**config.mk**
```make
export PLATFORM = sky130hd
export DESIGN_NAME = ir_nec_decoder
export DESIGN_NICKNAME = d
export VERILOG_FILES = /design/src/rtl/ir_nec_pkg.sv /design/src/rtl/ir_pulse_timer.sv /design/src/rtl/ir_nec_decoder.sv
export SDC_FILE = /design/constraint.sdc
export NUM_CORES = 1
export LEC_CHECK = 0
export CORE_MARGIN = 2
export CORE_UTILIZATION = 60
export CTS_CLUSTER_SIZE = 16
export DETAILED_ROUTE_END_ITERATION = 10
export HOLD_SLACK_MARGIN = 0.15
export PLACE_DENSITY = 0.81
export SETUP_SLACK_MARGIN = 0.1
export SLEW_MARGIN = 10
export SYNTH_ARGS = -nofsm -noshare
export SYNTH_HDL_FRONTEND = slang
export SYNTH_SLANG_ARGS = --single-unit
```
**constraint.sdc**
```tcl
create_clock -name clk -period 3 [get_ports clk]
set_input_delay 0.3 -clock clk [delete_from_list [all_inputs] [get_ports clk]]
set_output_delay 0.3 -clock clk [all_outputs]
set_load 0.01 [all_outputs]
```
**src/rtl/ir_nec_pkg.sv**
```systemverilog
// ir_nec_pkg: FSM state type, NEC timing multiples (in units of 562.5 us)
// and the pulse-window classification helper shared by the decoder.
package ir_nec_pkg;

   typedef enum logic [2:0] {
      IDLE,
      LEAD_MARK,
      LEAD_SPACE,
      BIT_MARK,
      BIT_SPACE,
      STOP_MARK,
      REP_MARK
   } state_t;

   localparam int unsigned LEAD_MARK_U  = 16;
   localparam int unsigned LEAD_SPACE_U = 8;
   localparam int unsigned REP_SPACE_U  = 4;
   localparam int unsigned BIT0_U       = 1;
   localparam int unsigned BIT1_U       = 3;
   localparam int unsigned TIMEOUT_U    = 20;

   // True when count lies within n*unit +/- 25 % (tolerance uses integer division).
   function automatic logic in_window(input logic [31:0] count,
                                      input int unsigned n,
                                      input int unsigned unit);
      int unsigned nom;
      int unsigned tol;
      nom = n * unit;
      tol = nom / 4;
      return (count >= nom - tol) && (count <= nom + tol);
   endfunction

endpackage

```
**src/rtl/ir_pulse_timer.sv**
```systemverilog
// ir_pulse_timer: 2-FF synchroniser for the raw IR input, edge detector and
// a saturating pulse-width counter that restarts on every detected edge.
module ir_pulse_timer #(
   parameter int CNT_W = 20
) (
   input  logic             clk,
   input  logic             rst_n,
   input  logic             ir_in,
   output logic             fall,
   output logic             rise,
   output logic [CNT_W-1:0] count
);

   // [0] first sync flop, [1] second sync flop, [2] previous synchronised level
   logic [2:0] sync_q;

   // Synchronise ir_in; reset to the idle-high level so release of reset makes no edge.
   always_ff @(posedge clk or negedge rst_n) begin
      if (!rst_n) sync_q <= '1;
      else        sync_q <= {sync_q[1:0], ir_in};
   end

   assign fall = sync_q[2] & ~sync_q[1];
   assign rise = ~sync_q[2] & sync_q[1];

   // Elapsed cycles since the last edge, saturating at all-ones.
   always_ff @(posedge clk or negedge rst_n) begin
      if (!rst_n)              count <= '0;
      else if (fall || rise)   count <= '0;
      else if (count != '1)    count <= count + CNT_W'(1);
   end

endmodule

```
**src/rtl/ir_nec_decoder.sv**
```systemverilog
// ir_nec_decoder: NEC IR frame decoder. Classifies mark/space widths from
// ir_pulse_timer, shifts 32 bits LSB-first, checks byte complements and
// strobes address/command. Define IR_NEC_REPEAT_EN to accept repeat codes.
module ir_nec_decoder
   import ir_nec_pkg::*;
#(
   parameter int unsigned CLK_HZ = 50_000_000,
   parameter int          CNT_W  = 20
) (
   input  logic       clk,
   input  logic       rst_n,
   input  logic       ir_in,
   output logic       data_ready,
   output logic [7:0] address,
   output logic [7:0] command,
   output logic       repeat_flag,
   output logic       frame_error,
   output logic       busy
);

   localparam int unsigned UNIT        = CLK_HZ * 9 / 16000;
   localparam int unsigned TIMEOUT_CNT = TIMEOUT_U * UNIT;

   logic             fall;
   logic             rise;
   logic             edge_any;
   logic [CNT_W-1:0] count;
   logic [31:0]      cnt32;

   logic w_lead, w_hdr, w_rep, w_bit0, w_bit1, timeout;

   state_t      state, state_next;
   logic [31:0] shift_q;
   logic [4:0]  bit_cnt;
   logic        frame_valid;

   logic bits_clr, shift_en, shift_val, stop_ok, bad_edge, tmo;
`ifdef IR_NEC_REPEAT_EN
   logic rep_ok;
   logic have_frame;
`endif

   ir_pulse_timer #(.CNT_W(CNT_W)) u_timer (
      .clk   (clk),
      .rst_n (rst_n),
      .ir_in (ir_in),
      .fall  (fall),
      .rise  (rise),
      .count (count)
   );

   assign cnt32    = 32'(count);
   assign edge_any = fall | rise;

   assign w_lead  = in_window(cnt32, LEAD_MARK_U,  UNIT);
   assign w_hdr   = in_window(cnt32, LEAD_SPACE_U, UNIT);
   assign w_rep   = in_window(cnt32, REP_SPACE_U,  UNIT);
   assign w_bit0  = in_window(cnt32, BIT0_U,       UNIT);
   assign w_bit1  = in_window(cnt32, BIT1_U,       UNIT);
   assign timeout = (cnt32 >= TIMEOUT_CNT);

   assign frame_valid = (shift_q[15:8]  == ~shift_q[7:0]) &&
                        (shift_q[31:24] == ~shift_q[23:16]);

   assign busy = (state != IDLE);

   // State register.
   always_ff @(posedge clk or negedge rst_n) begin
      if (!rst_n) state <= IDLE;
      else        state <= state_next;
   end

   // Next state: an edge is classified first, so it wins over a same-cycle timeout.
   always_comb begin
      state_next = state;
      case (state)
         IDLE: begin
            if (fall) state_next = LEAD_MARK;
         end
         LEAD_MARK: begin
            if (rise && w_lead)          state_next = LEAD_SPACE;
            else if (edge_any || timeout) state_next = IDLE;
         end
         LEAD_SPACE: begin
            if (fall && w_hdr)           state_next = BIT_MARK;
`ifdef IR_NEC_REPEAT_EN
            else if (fall && w_rep)      state_next = REP_MARK;
`endif
            else if (edge_any || timeout) state_next = IDLE;
         end
         BIT_MARK: begin
            if (rise && w_bit0)          state_next = BIT_SPACE;
            else if (edge_any || timeout) state_next = IDLE;
         end
         BIT_SPACE: begin
            if (fall && (w_bit0 || w_bit1))
               state_next = (bit_cnt == 5'd31) ? STOP_MARK : BIT_MARK;
            else if (edge_any || timeout)
               state_next = IDLE;
         end
         STOP_MARK, REP_MARK: begin
            if (edge_any || timeout) state_next = IDLE;
         end
         default: state_next = IDLE;
      endcase
   end

   // Output decode: per-state accept/reject of the current edge and timeout.
   always_comb begin
      bits_clr  = 1'b0;
      shift_en  = 1'b0;
      shift_val = 1'b0;
      stop_ok   = 1'b0;
      bad_edge  = 1'b0;
      tmo       = 1'b0;
`ifdef IR_NEC_REPEAT_EN
      rep_ok    = 1'b0;
`endif
      if (state != IDLE && !edge_any) tmo = timeout;
      case (state)
         LEAD_MARK: bad_edge = edge_any && !(rise && w_lead);
         LEAD_SPACE: begin
            bits_clr = fall && w_hdr;
`ifdef IR_NEC_REPEAT_EN
            bad_edge = edge_any && !(fall && (w_hdr || w_rep));
`else
            // repeat-length leader space is rejected in this build
            bad_edge = edge_any && !(fall && w_hdr && !w_rep);
`endif
         end
         BIT_MARK: bad_edge = edge_any && !(rise && w_bit0);
         BIT_SPACE: begin
            shift_en  = fall && (w_bit0 || w_bit1);
            shift_val = w_bit1;
            bad_edge  = edge_any && !shift_en;
         end
         STOP_MARK: begin
            stop_ok  = rise && w_bit0;
            bad_edge = edge_any && !stop_ok;
         end
         REP_MARK: begin
`ifdef IR_NEC_REPEAT_EN
            rep_ok   = rise && w_bit0;
            bad_edge = edge_any && !rep_ok;
`else
            bad_edge = edge_any;
`endif
         end
         default: ;
      endcase
   end

   // Shift register, bit counter, held address/command and one-cycle strobes.
   always_ff @(posedge clk or negedge rst_n) begin
      if (!rst_n) begin
         shift_q     <= '0;
         bit_cnt     <= '0;
         address     <= '0;
         command     <= '0;
         data_ready  <= 1'b0;
         frame_error <= 1'b0;
      end else begin
         data_ready  <= 1'b0;
         frame_error <= 1'b0;
         if (bits_clr) bit_cnt <= '0;
         if (shift_en) begin
            shift_q <= {shift_val, shift_q[31:1]};
            bit_cnt <= bit_cnt + 5'd1;
         end
         if (stop_ok) begin
            if (frame_valid) begin
               address    <= shift_q[7:0];
               command    <= shift_q[23:16];
               data_ready <= 1'b1;
            end else begin
               frame_error <= 1'b1;
            end
         end
`ifdef IR_NEC_REPEAT_EN
         if (rep_ok) begin
            if (have_frame) data_ready  <= 1'b1;
            else            frame_error <= 1'b1;
         end
`endif
         if (bad_edge || tmo) frame_error <= 1'b1;
      end
   end

`ifdef IR_NEC_REPEAT_EN
   // Remember a decoded frame for later repeat codes; flag strobes from repeats.
   always_ff @(posedge clk or negedge rst_n) begin
      if (!rst_n) begin
         have_frame  <= 1'b0;
         repeat_flag <= 1'b0;
      end else begin
         repeat_flag <= rep_ok && have_frame;
         if (bad_edge)                    have_frame <= 1'b0;
         else if (stop_ok && frame_valid) have_frame <= 1'b1;
      end
   end
`else
   assign repeat_flag = 1'b0;
`endif

endmodule
```
==> impl_metrics.yaml <==
run_status:
  status: "finished clean"
detailed_routing:
  final_antenna_net_count: 0
  wirelength_mm: 9.952
  wl_per_cell_um: 17.55
  drt_iter0_drc: 265
  remaining_drc_errors: 0
  vias_per_cell: 6.115
  dr_total_vias: 3467
  dr.pass1.iters: 5
logic_synthesis:
  yosys.cell_types.count: 66
  synth_edf_count: 0
  synthCells: 433
  yosysWarnings: 0
  synth.net_count: 444
  synth_top_area_share_pct: 43.45
  yosys-top-cells-count: "dfrtp_1 (78), nor2_1 (33), mux2_1 (32)"
  synth_most_common_cell: "dfrtp_1"
  async_reset_ff_share_pct: 100.0
  synth_area_um2: 4492
  ys_seq_area_share_pct: 45.21
  yosysTopAreaCell: "dfrtp_1"
  ys.flop_type: "dfrtp_1"
  syn_avg_cell_area_um2: 10.37
  yosys-top-cells-area: "dfrtp_1 (43%), mux2_1 (8.0%), mux2_2 (3.8%), xnor2_1 (3.1%), xor2_1 (3.1%)"
  yosys_register_bits: 81
worst_setup_path:
  crit_fanout: 16
  worst_setup_path_start_kind: "flip-flop"
  critical_path_required_ps: 3240
  path_class: "reg -> reg"
  worst_setup_path_end_kind: "flip-flop"
  cp.arrival_ps: 2960
die:
  num_io_pins: 23
  die_w_um: 90.53
  die_area_um2: 8195
  core_area_um2: 7253
  initial_core_util_pct: 61.93
  row_count: 31
  fp.dieH_um: 90.53
pwr:
  seqPwrFrac_pct: 52.9
  power.switching_uw: 555.3
  powerDensity_nw_per_um2: 416.8
  clockPowerShare_pct: 38.8
  pwr-share-comb_pct: 8.3
  swShare_pct: 26.14
  p_int_uw: 1569
  p_leak_uw: 0.002380
  vdd_drop_max_v: 0.0005405
placed_design:
  place_hpwl_mm: 6.772
  place_area_um2: 4883
  place_congestion: 0.9754
  portBuffers: 21
cells_and_area:
  fillers: 514
  area_delta_synth_final_pct: 13.48
  post-route-util_pct: 70.28
  antenna-diode-count: 0
  fin_area_um2: 5097
  layout-drive-gt1-share_pct: 14.32
  nets: 474
clock_tree:
  cts_setup_buffers: 0
  clk_pin_slew_ps: 90
  cts_sinks: 81
  cts_made_buffers: 9
  clkLatencyLatePin_ps: 360
  cts_max_level: 3
  cts_root_buffer: "clkbuf_8"
  clock_path_buffers: 2
  cts_tree: "done"
global_route:
  grt_max_degree: 82
  grt_pass1_wl_mm: 16.91
  antenna_found_initial: 0
  grt_pass1_vias: 3462
  grtUsageTotal_pct: 25.70
  globalRoute.totalOverflow: 0
timing:
  min_period_over_period_pct: 90.63
  finClkSkew_ps: 15.15
  final_max_slew_viol_count: 0
  finalCriticalPeriod_ps: 2719
  finalHoldViolations: 0
  tightest_slew_ps: 1027
  max_freq_mhz: 367.8
  grt_setup_unrepaired: "no"
  finalSetupTns_ps: 0
  max_slew_margin_pct: 31.56
  setup_violations: 0
hold_path:
  holdCritPathClass: "reg -> reg"
flow_run:
  max_cap_violations: 0
-- layer usage --
layer	track usage [%]	vias to the layer above	part of all wire, %
met5	0	-	0
li1	-	1620	-
met3	6.010	22	5.1
met4	8.974	0	2.3
met2	41.67	141	48
met1	34.04	1684	45
-- what timing repair did --
| action | CTS | global route |
|---|---|---|
| hold buffers | 1 | 0 |
| endpoints found under the hold margin | 11 | 0 |
| resized for setup | 0 | 1 |
| endpoints found under the setup margin | 0 | 16 |
-- registers in the layout (all words and copies together), names as in the netlist --
| register | flops |
|---|---|
| address | 8 |
| bit_cnt | 5 |
| command | 8 |
| data_ready | 1 |
| frame_error | 1 |
| shift_q | 32 |
| state | 3 |
| u_timer.count | 20 |
| u_timer.sync_q | 3 |
-- stage by stage --
stage	cells	power [µW]	hold WS (ps)	setup WS (ps)
floorplan	433	1240	4.409	576.1
global placement	550	1315	351.0	233.0
detailed placement	550	1320	348.4	131.8
CTS	567	2147	347.8	114.6
global route	567	2212	337.3	164.1
finish	567	2124	361.4	281.2
-- placed cells by master (no fill, tap or decap), types with 4 or more instances in the layout --
cell type	instances
o211ai_1	4
nor4_1	5
or3_1	4
nor2b_1	4
a211oi_1	4
clkdlybuf4s50_1	20
and3_1	10
mux2_1	32
xnor2_1	16
a211o_1	5
o21ai_0	16
mux2i_1	5
mux2_2	15
xor2_1	16
nand4_1	13
nand3_1	12
and4_1	5
buf_4	26
nor2_1	33
a21oi_1	8
nand2_1	25
dfrtp_1	78
nor3_1	12
clkbuf_8	9
ha_1	8
nand2b_1	4
inv_1	14
-- kinds of logic (layout without fill, tap and decap cells) --
group,count (synthesis),after routing,synth area share [%]
buf+inv,44,79,4.707
compound gates,67,67,10.64
mux,52,52,12.90
flops,81,81,45.21
xor+xnor,32,32,6.239
simple gates,148,148,17.99
other cells,1,1,0.08349
fa+ha+maj,8,8,2.229
-- area by class of cell --
type / count / area, µm² / area share [%]
clock inverter: 6 / 75.07 / 1.473
timing repair buffer: 48 / 425.4 / 8.346
multi-input combinational: 308 / 2258 / 44.31
inverter: 15 / 56.30 / 1.105
sequential: 81 / 2031 / 39.84
tap: 99 / 123.9 / 2.430
clock buffer: 10 / 127.6 / 2.504
-- worst max-delay path, stage by stage (launching register included) --
cell and delay, ps:
dfrtp_1 490, o21ai_0 150, a2111oi_0 650, buf_4 210, nor4_1 50, o22ai_2 300, nor2_2 60, and3_2 330
mux2_1 360
-- final timing paths --
path                       slack [ps]  cells after the start                      endpoint                         start
max                               280                      8        address[4]$_DFFE_PN0P_  u_timer.count[4]$_DFFE_PN0P_
min                               360                      0   u_timer.sync_q[1]$_DFF_PN1_   u_timer.sync_q[0]$_DFF_PN1_
max reg2reg                       280                      8        address[4]$_DFFE_PN0P_  u_timer.count[4]$_DFFE_PN0P_
min reg2reg                       360                      0   u_timer.sync_q[1]$_DFF_PN1_   u_timer.sync_q[0]$_DFF_PN1_
max in group asynchronous        1670                      2        bit_cnt[2]$_DFFE_PN0P_                         rst_n
min in group asynchronous         640                      2  u_timer.count[9]$_DFFE_PN0P_                         rst_n
-- power groups by stage --
stage | sequential [µW] | combinational [µW] | clock (µW)
after floorplan | 1150 | 93.9 | 0
after global placement | 1140 | 170 | 0
after detailed placement | 1150 | 175 | 0
after CTS | 1120 | 176 | 847
after global routing | 1130 | 198 | 887
final | 1120 | 176 | 824
No activity file was read; power rests on OpenSTA's default activity.
